`src/rtl/pipelined_carry_skip_adder.sv`:
```
// Pipelined carry-skip adder/subtractor: one skip block per pipeline stage,
// valid/ready streaming on both sides, whole pipeline freezes on output stall.
module pipelined_carry_skip_adder #(
  parameter int unsigned WIDTH = 16,
  parameter int unsigned BLOCK = 4,
  localparam int unsigned NBLK = (BLOCK == 0) ? 1 : WIDTH / BLOCK
) (
  input  logic             clk,
  input  logic             rst,
  input  logic             in_valid,
  output logic             in_ready,
  input  logic [WIDTH-1:0] a,
  input  logic [WIDTH-1:0] b,
  input  logic             cin,
  input  logic             sub,
  output logic             out_valid,
  input  logic             out_ready,
  output logic [WIDTH-1:0] sum,
  output logic             cout,
  output logic             ovf,
  output logic [NBLK-1:0]  skip
);

  localparam int unsigned MSB = WIDTH - 1;

  generate
    if (BLOCK < 1) begin : g_bad_block
      $error("pipelined_carry_skip_adder: BLOCK must be at least 1");
    end else if (WIDTH % BLOCK != 0) begin : g_bad_width
      $error("pipelined_carry_skip_adder: WIDTH must be a multiple of BLOCK");
    end
  endgenerate

  logic             stall;
  logic [NBLK:0]    vld_q;
  logic [NBLK:0]    c_q;
  logic [WIDTH-1:0] a_q    [NBLK];
  logic [WIDTH-1:0] b_q    [NBLK];
  logic [WIDTH-1:0] s_q    [NBLK+1];
  logic [NBLK-1:0]  skip_q [NBLK+1];
  logic             ovf_q;

  logic [WIDTH-1:0] s_n    [NBLK];
  logic [NBLK-1:0]  skip_n [NBLK];
  logic [NBLK-1:0]  c_n;
  logic             ovf_n;

  assign stall     = vld_q[NBLK] & ~out_ready;
  assign in_ready  = ~stall;
  assign out_valid = vld_q[NBLK];
  assign sum       = s_q[NBLK];
  assign cout      = c_q[NBLK];
  assign skip      = skip_q[NBLK];
  assign ovf       = ovf_q;

  // Stage k: ripple block k from c_q[k], then pick the skip or ripple carry-out.
  always_comb begin : blocks
    logic             c;
    logic             p;
    logic [BLOCK-1:0] ba;
    logic [BLOCK-1:0] bb;
    c  = 1'b0;
    p  = 1'b0;
    ba = '0;
    bb = '0;
    for (int k = 0; k < int'(NBLK); k++) begin
      s_n[k]    = s_q[k];
      skip_n[k] = skip_q[k];
      ba        = a_q[k][k*BLOCK +: BLOCK];
      bb        = b_q[k][k*BLOCK +: BLOCK];
      c         = c_q[k];
      p         = 1'b1;
      for (int i = 0; i < int'(BLOCK); i++) begin
        s_n[k][k*BLOCK+i] = ba[i] ^ bb[i] ^ c;
        c                 = (ba[i] & bb[i]) | (c & (ba[i] ^ bb[i]));
        p                 = p & (ba[i] ^ bb[i]);
      end
      c_n[k]       = p ? c_q[k] : c;
      skip_n[k][k] = p;
    end
    ovf_n = (a_q[NBLK-1][MSB] == b_q[NBLK-1][MSB]) &&
            (s_n[NBLK-1][MSB] != a_q[NBLK-1][MSB]);
  end

  // Pipeline registers; every stage holds while the output is stalled.
  always_ff @(posedge clk or posedge rst) begin
    if (rst) begin
      vld_q <= '0;
      c_q   <= '0;
      ovf_q <= 1'b0;
      for (int k = 0; k < int'(NBLK); k++) begin
        a_q[k] <= '0;
        b_q[k] <= '0;
      end
      for (int k = 0; k <= int'(NBLK); k++) begin
        s_q[k]    <= '0;
        skip_q[k] <= '0;
      end
    end else if (!stall) begin
      vld_q     <= {vld_q[NBLK-1:0], in_valid};
      a_q[0]    <= a;
      b_q[0]    <= sub ? ~b : b;
      c_q[0]    <= sub | cin;
      s_q[0]    <= '0;
      skip_q[0] <= '0;
      c_q[NBLK:1] <= c_n;
      ovf_q     <= ovf_n;
      for (int k = 0; k < int'(NBLK); k++) begin
        s_q[k+1]    <= s_n[k];
        skip_q[k+1] <= skip_n[k];
      end
      for (int k = 1; k < int'(NBLK); k++) begin
        a_q[k] <= a_q[k-1];
        b_q[k] <= b_q[k-1];
      end
    end
  end

endmodule

```
`config.mk`:
```
export PLATFORM = sky130hd
export DESIGN_NAME = pipelined_carry_skip_adder
export DESIGN_NICKNAME = d
export VERILOG_FILES = /design/src/rtl/pipelined_carry_skip_adder.sv
export SDC_FILE = /design/constraint.sdc
export NUM_CORES = 1
export LEC_CHECK = 0
export ABC_AREA = 1
export CELL_PAD_IN_SITES_DETAIL_PLACEMENT = 2
export CELL_PAD_IN_SITES_GLOBAL_PLACEMENT = 2
export CORE_UTILIZATION = 32
export DETAILED_ROUTE_END_ITERATION = 8
export PLACE_DENSITY_LB_ADDON = 0.25
export RECOVER_POWER = 50
export SLEW_MARGIN = 20
export SYNTH_ARGS = -nofsm -noshare
export SYNTH_HDL_FRONTEND = slang
export SYNTH_SLANG_ARGS = --single-unit
export TNS_END_PERCENT = 100
```
`constraint.sdc`:
```
create_clock -name clk -period 4.3 [get_ports clk]
set_clock_uncertainty 0.05 [all_clocks]
set_input_delay 0.86 -clock clk [delete_from_list [all_inputs] [get_ports clk]]
set_output_delay 0.86 -clock clk [all_outputs]
set_load 0.05 [all_outputs]
```
**Yosys cells after proc, flatten, opt, wreduce, memory -nomap -nowiden**

Index checks and enable logic that the tools add are counted.
Widths: inputs -> output; s select.

- Logic and storage cells: 124
- Bits in registers: 189
- Input port bits: 38
- Output and inout port bits: 24

- Reductions and logical operators: 1
- Equal/unequal tests: 2
- Bitwise gates (word level): 97
- Multiplexer cells: 5

Operators with widths:

| kind | number |
|---|---|
| $and 1x1->1 | 45 |
| $xor 1x1->1 | 32 |
| $or 1x1->1 | 17 |
| $mux 16 | 1 |
| $not 16->16 | 1 |
| $mux 1 | 4 |
| $not 1->1 | 2 |
| $eq 1x1->1 | 1 |
| $logic_and 1x1->1 | 1 |
| $ne 1x1->1 | 1 |

**Depth between registers and ports, before layout**

- Depth in word-level cells: 10
- Depth in mapped cells: 10
- Gate-level depth less buffers: 10

**Worst setup path after synthesis**

No wires, ideal clock.

- Path kind: input to output
- From: in out_ready
- To: out in_ready
- Slack: 1.964 ns
- Data required time: 3.390 ns
- Stages: 4
- Path buffers: 2
- Arrival time: 1.426 ns
- Path through: nor2_4 -> inv_2 -> buf_6 -> buf_2

- Word-level cells in the longest chain between the ends: 3

RTL lines:

| item | line | RTL |
|---|---|---|
| start: declaration | 17 | `input logic out_ready,` |
| $not 1->1 | 48 | `assign stall = vld_q[NBLK] & ~out_ready;` |
| $and 1x1->1 | 48 |  |
| $not 1->1 | 49 | `assign in_ready = ~stall;` |
| end: declaration | 11 | `output logic in_ready,` |

Every way passes these cells.

**Worst setup path after layout**

Ends and elaborated chain as after synthesis.

==> impl_metrics.toml <==
[run_status]
outcome = "finished clean"

[cells_and_area]
final_common_cell = "nand2_1"
drive_above_1_share_pct = 5.14
area_growth_pct = 22.9
final_nets = 759
layout_common_cells = "263 x nand2_1, 141 x dfrtp_1, 87 x o21ai_0"
num_antenna_cells = 0
design_area_um2 = 7440
final_cells = 929
n_fill_cell = 1958

[yosys]
syn_inst = 636
ys_seq_area_share_pct = 58.3
syn_area_per_cell_um2 = 9.52
synth_fp_nets = 706
synth.distinct_cells = 17
syn_area_um2 = 6050
synth.ff_latch_count = 141
yosysWarningCount = 0

[placed_design]
dpl_cell_area_um2 = 6830
hpwlAfterDp_um = 8900
gp_congestion = 0.717
portBuffers = 61
dp_cells = 899

[clock_network]
htreeDepth = 4
cts_buffer_depth = 2
cts_sinks = 141
cts_hold_buf = 0
clk_pin_slew_ns = 0.06
post-cts-setup-buffers = 0
clock_latency_ns = 0.42
cts_resized = 0
cts_root_buffer = "clkbuf_16"
cts_tree = "done"
numCtsBuffers = 17

[die]
ios = 62
start_util_pct = 33.1
dieWidth_um = 140
row_count = 49
die-area_um2 = 19500
die_y_um = 140
core_um2 = 18300

[routing]
drt-pass1-iter-count = 4
drc_errors = 0
vias_per_cell = 4.58
ant_nets = 0
drt-wirelength-per-cell_um = 15.5
drt-initial-drc-count = 168
vias = 4254
routed_wl_um = 14400

[setup_path]
cp-start-kind = "input pin"
required_ns = 3.39
ff2ff_path_depth = 9
max_stage_delay_ns = 0.55
crit_arrival_ns = 2.22
cp_slowest_cell = "dlygate4sd3_1"
critPathKind = "in -> out"
cp_max_fo = 51
path_cells = "dlygate4sd3_1, nor2_1, inv_4, buf_4"
end_kind = "output pin"

[power]
p_int_mw = 3.66
swShare_pct = 38.4
p_switching_mw = 2.28
ir_worst_vdd_mv = 0.311
combPwrFrac_pct = 35.6
p_per_area_nw_per_um2 = 799
seqPwrFrac_pct = 38.0
p_leak_nw = 3.61
p_clk_share_pct = 26.3

[sta]
fmax_mhz = 320
final.setup.tns_ns = 0
period_share_pct = 72.8
final_max_slew_viol_count = 0
setup_viol_count_final = 0
worst_slew_pin_slew_ns = 1.37
rsz0062_at_grt = "no"
min_period_ns = 3.13
finalHoldViolations = 0
max-slew-margin-rel_pct = 8.09

[global_route]
overflow = 0
grt.total_usage_pct = 16.6
antenna_found_initial = 0
grt_first_pass_wirelength_um = 25200
grt_pass1_vias = 4964
grt_max_degree = 85

[hold_path]
hold_path_class = "reg -> reg"
hold_path_depth = 2

[flow_run]
maxCapViolCount = 0
power groups by stage:
stage | Combinational (mW) | Clock (mW) | Sequential [mW]
2_1_floorplan | 1.13 | 0 | 2.54
3_3_place_gp | 1.99 | 0 | 2.25
3_5_place_dp | 2.12 | 0 | 2.28
4_1_cts | 2.19 | 1.61 | 2.28
5_1_grt | 2.44 | 1.66 | 2.35
6_report | 2.12 | 1.56 | 2.26
kinds of logic after synthesis:
group / Yosys count / synth area share (%)
AND/OR/NAND/NOR: 272 / 17.1
flip-flops: 141 / 58.3
AO/OA/AOI/OAI: 88 / 7.28
buffers and inverters: 86 / 6.30
adder cells (fa/ha/maj): 32 / 8.60
XOR/XNOR: 17 / 2.46
final timing paths:
path,startpoint,to,slack (ns)
max,out_ready,in_ready,1.17
min,vld_q[0],vld_q[1],0.42
max reg2reg,c_q[3],ovf,1.76
min reg2reg,vld_q[0],vld_q[1],0.42
max in group asynchronous,rst,s_n[19],2.05
min in group asynchronous,rst,b_q[15],1.15
routing by layer:
| metal | track usage (%) | vias to the layer above | wire length, µm |
|---|---|---|---|
| met1 | 20.6 | 2142 | 6650 |
| met2 | 28.3 | 54 | 7230 |
| met4 | 5.03 | 0 | 146 |
| met5 | 0 | - | 0 |
| li1 | - | 2048 | - |
| met3 | 4.20 | 10 | 376 |
final cells by class:
type                            count  area, µm²  share of cell area [%]
Clock buffer                       23        488                    6.56
Clock inverter                      7        135                    1.82
Inverter                           54        206                    2.78
Multi-Input combinational cell    409       2140                    28.7
Sequential cell                   141       3530                    47.4
Tap cell                          229        287                    3.85
Timing Repair Buffer               66        658                    8.85
synthesized netlist by cell type, drive strengths merged:
cell type | number | area, µm²
inv | 54 | 203
xor2 | 1 | 8.76
buf | 26 | 156
xnor2 | 16 | 140
nand3 | 4 | 20.0
fa | 16 | 320
ha | 16 | 200
nand2 | 263 | 987
clkbuf | 6 | 22.5
o21ai | 88 | 440
nor2 | 5 | 26.3
dfrtp | 141 | 3530
flip-flops by register name (all words and copies together), names as in the netlist:
name and cells:
ovf 1, skip 4, vld_q 5, s_n 24
skip_n 6, b_q 40, sum 16, c_q 5
a_q 40
critical path: cells and delay by family:
family                 cells  cell delay [ns]
buffers and inverters      3             1.07
and+or+nand+nor            1             0.26
through the flow:
step / hold WS [ns] / util (%) / total power [mW] / setup slack [ns]
after global routing: 0.449 / 40.7 / 6.44 / 1.01
after CTS: 0.429 / 40.8 / 6.08 / 1.25
after floorplan: 0.370 / - / 3.66 / 1.63
final: 0.423 / 40.7 / 5.94 / 1.17
after global placement: 0.390 / 37.4 / 4.24 / 1.16
after detailed placement: 0.415 / 37.4 / 4.40 / 1.04
No activity file was read; power rests on OpenSTA's default activity.
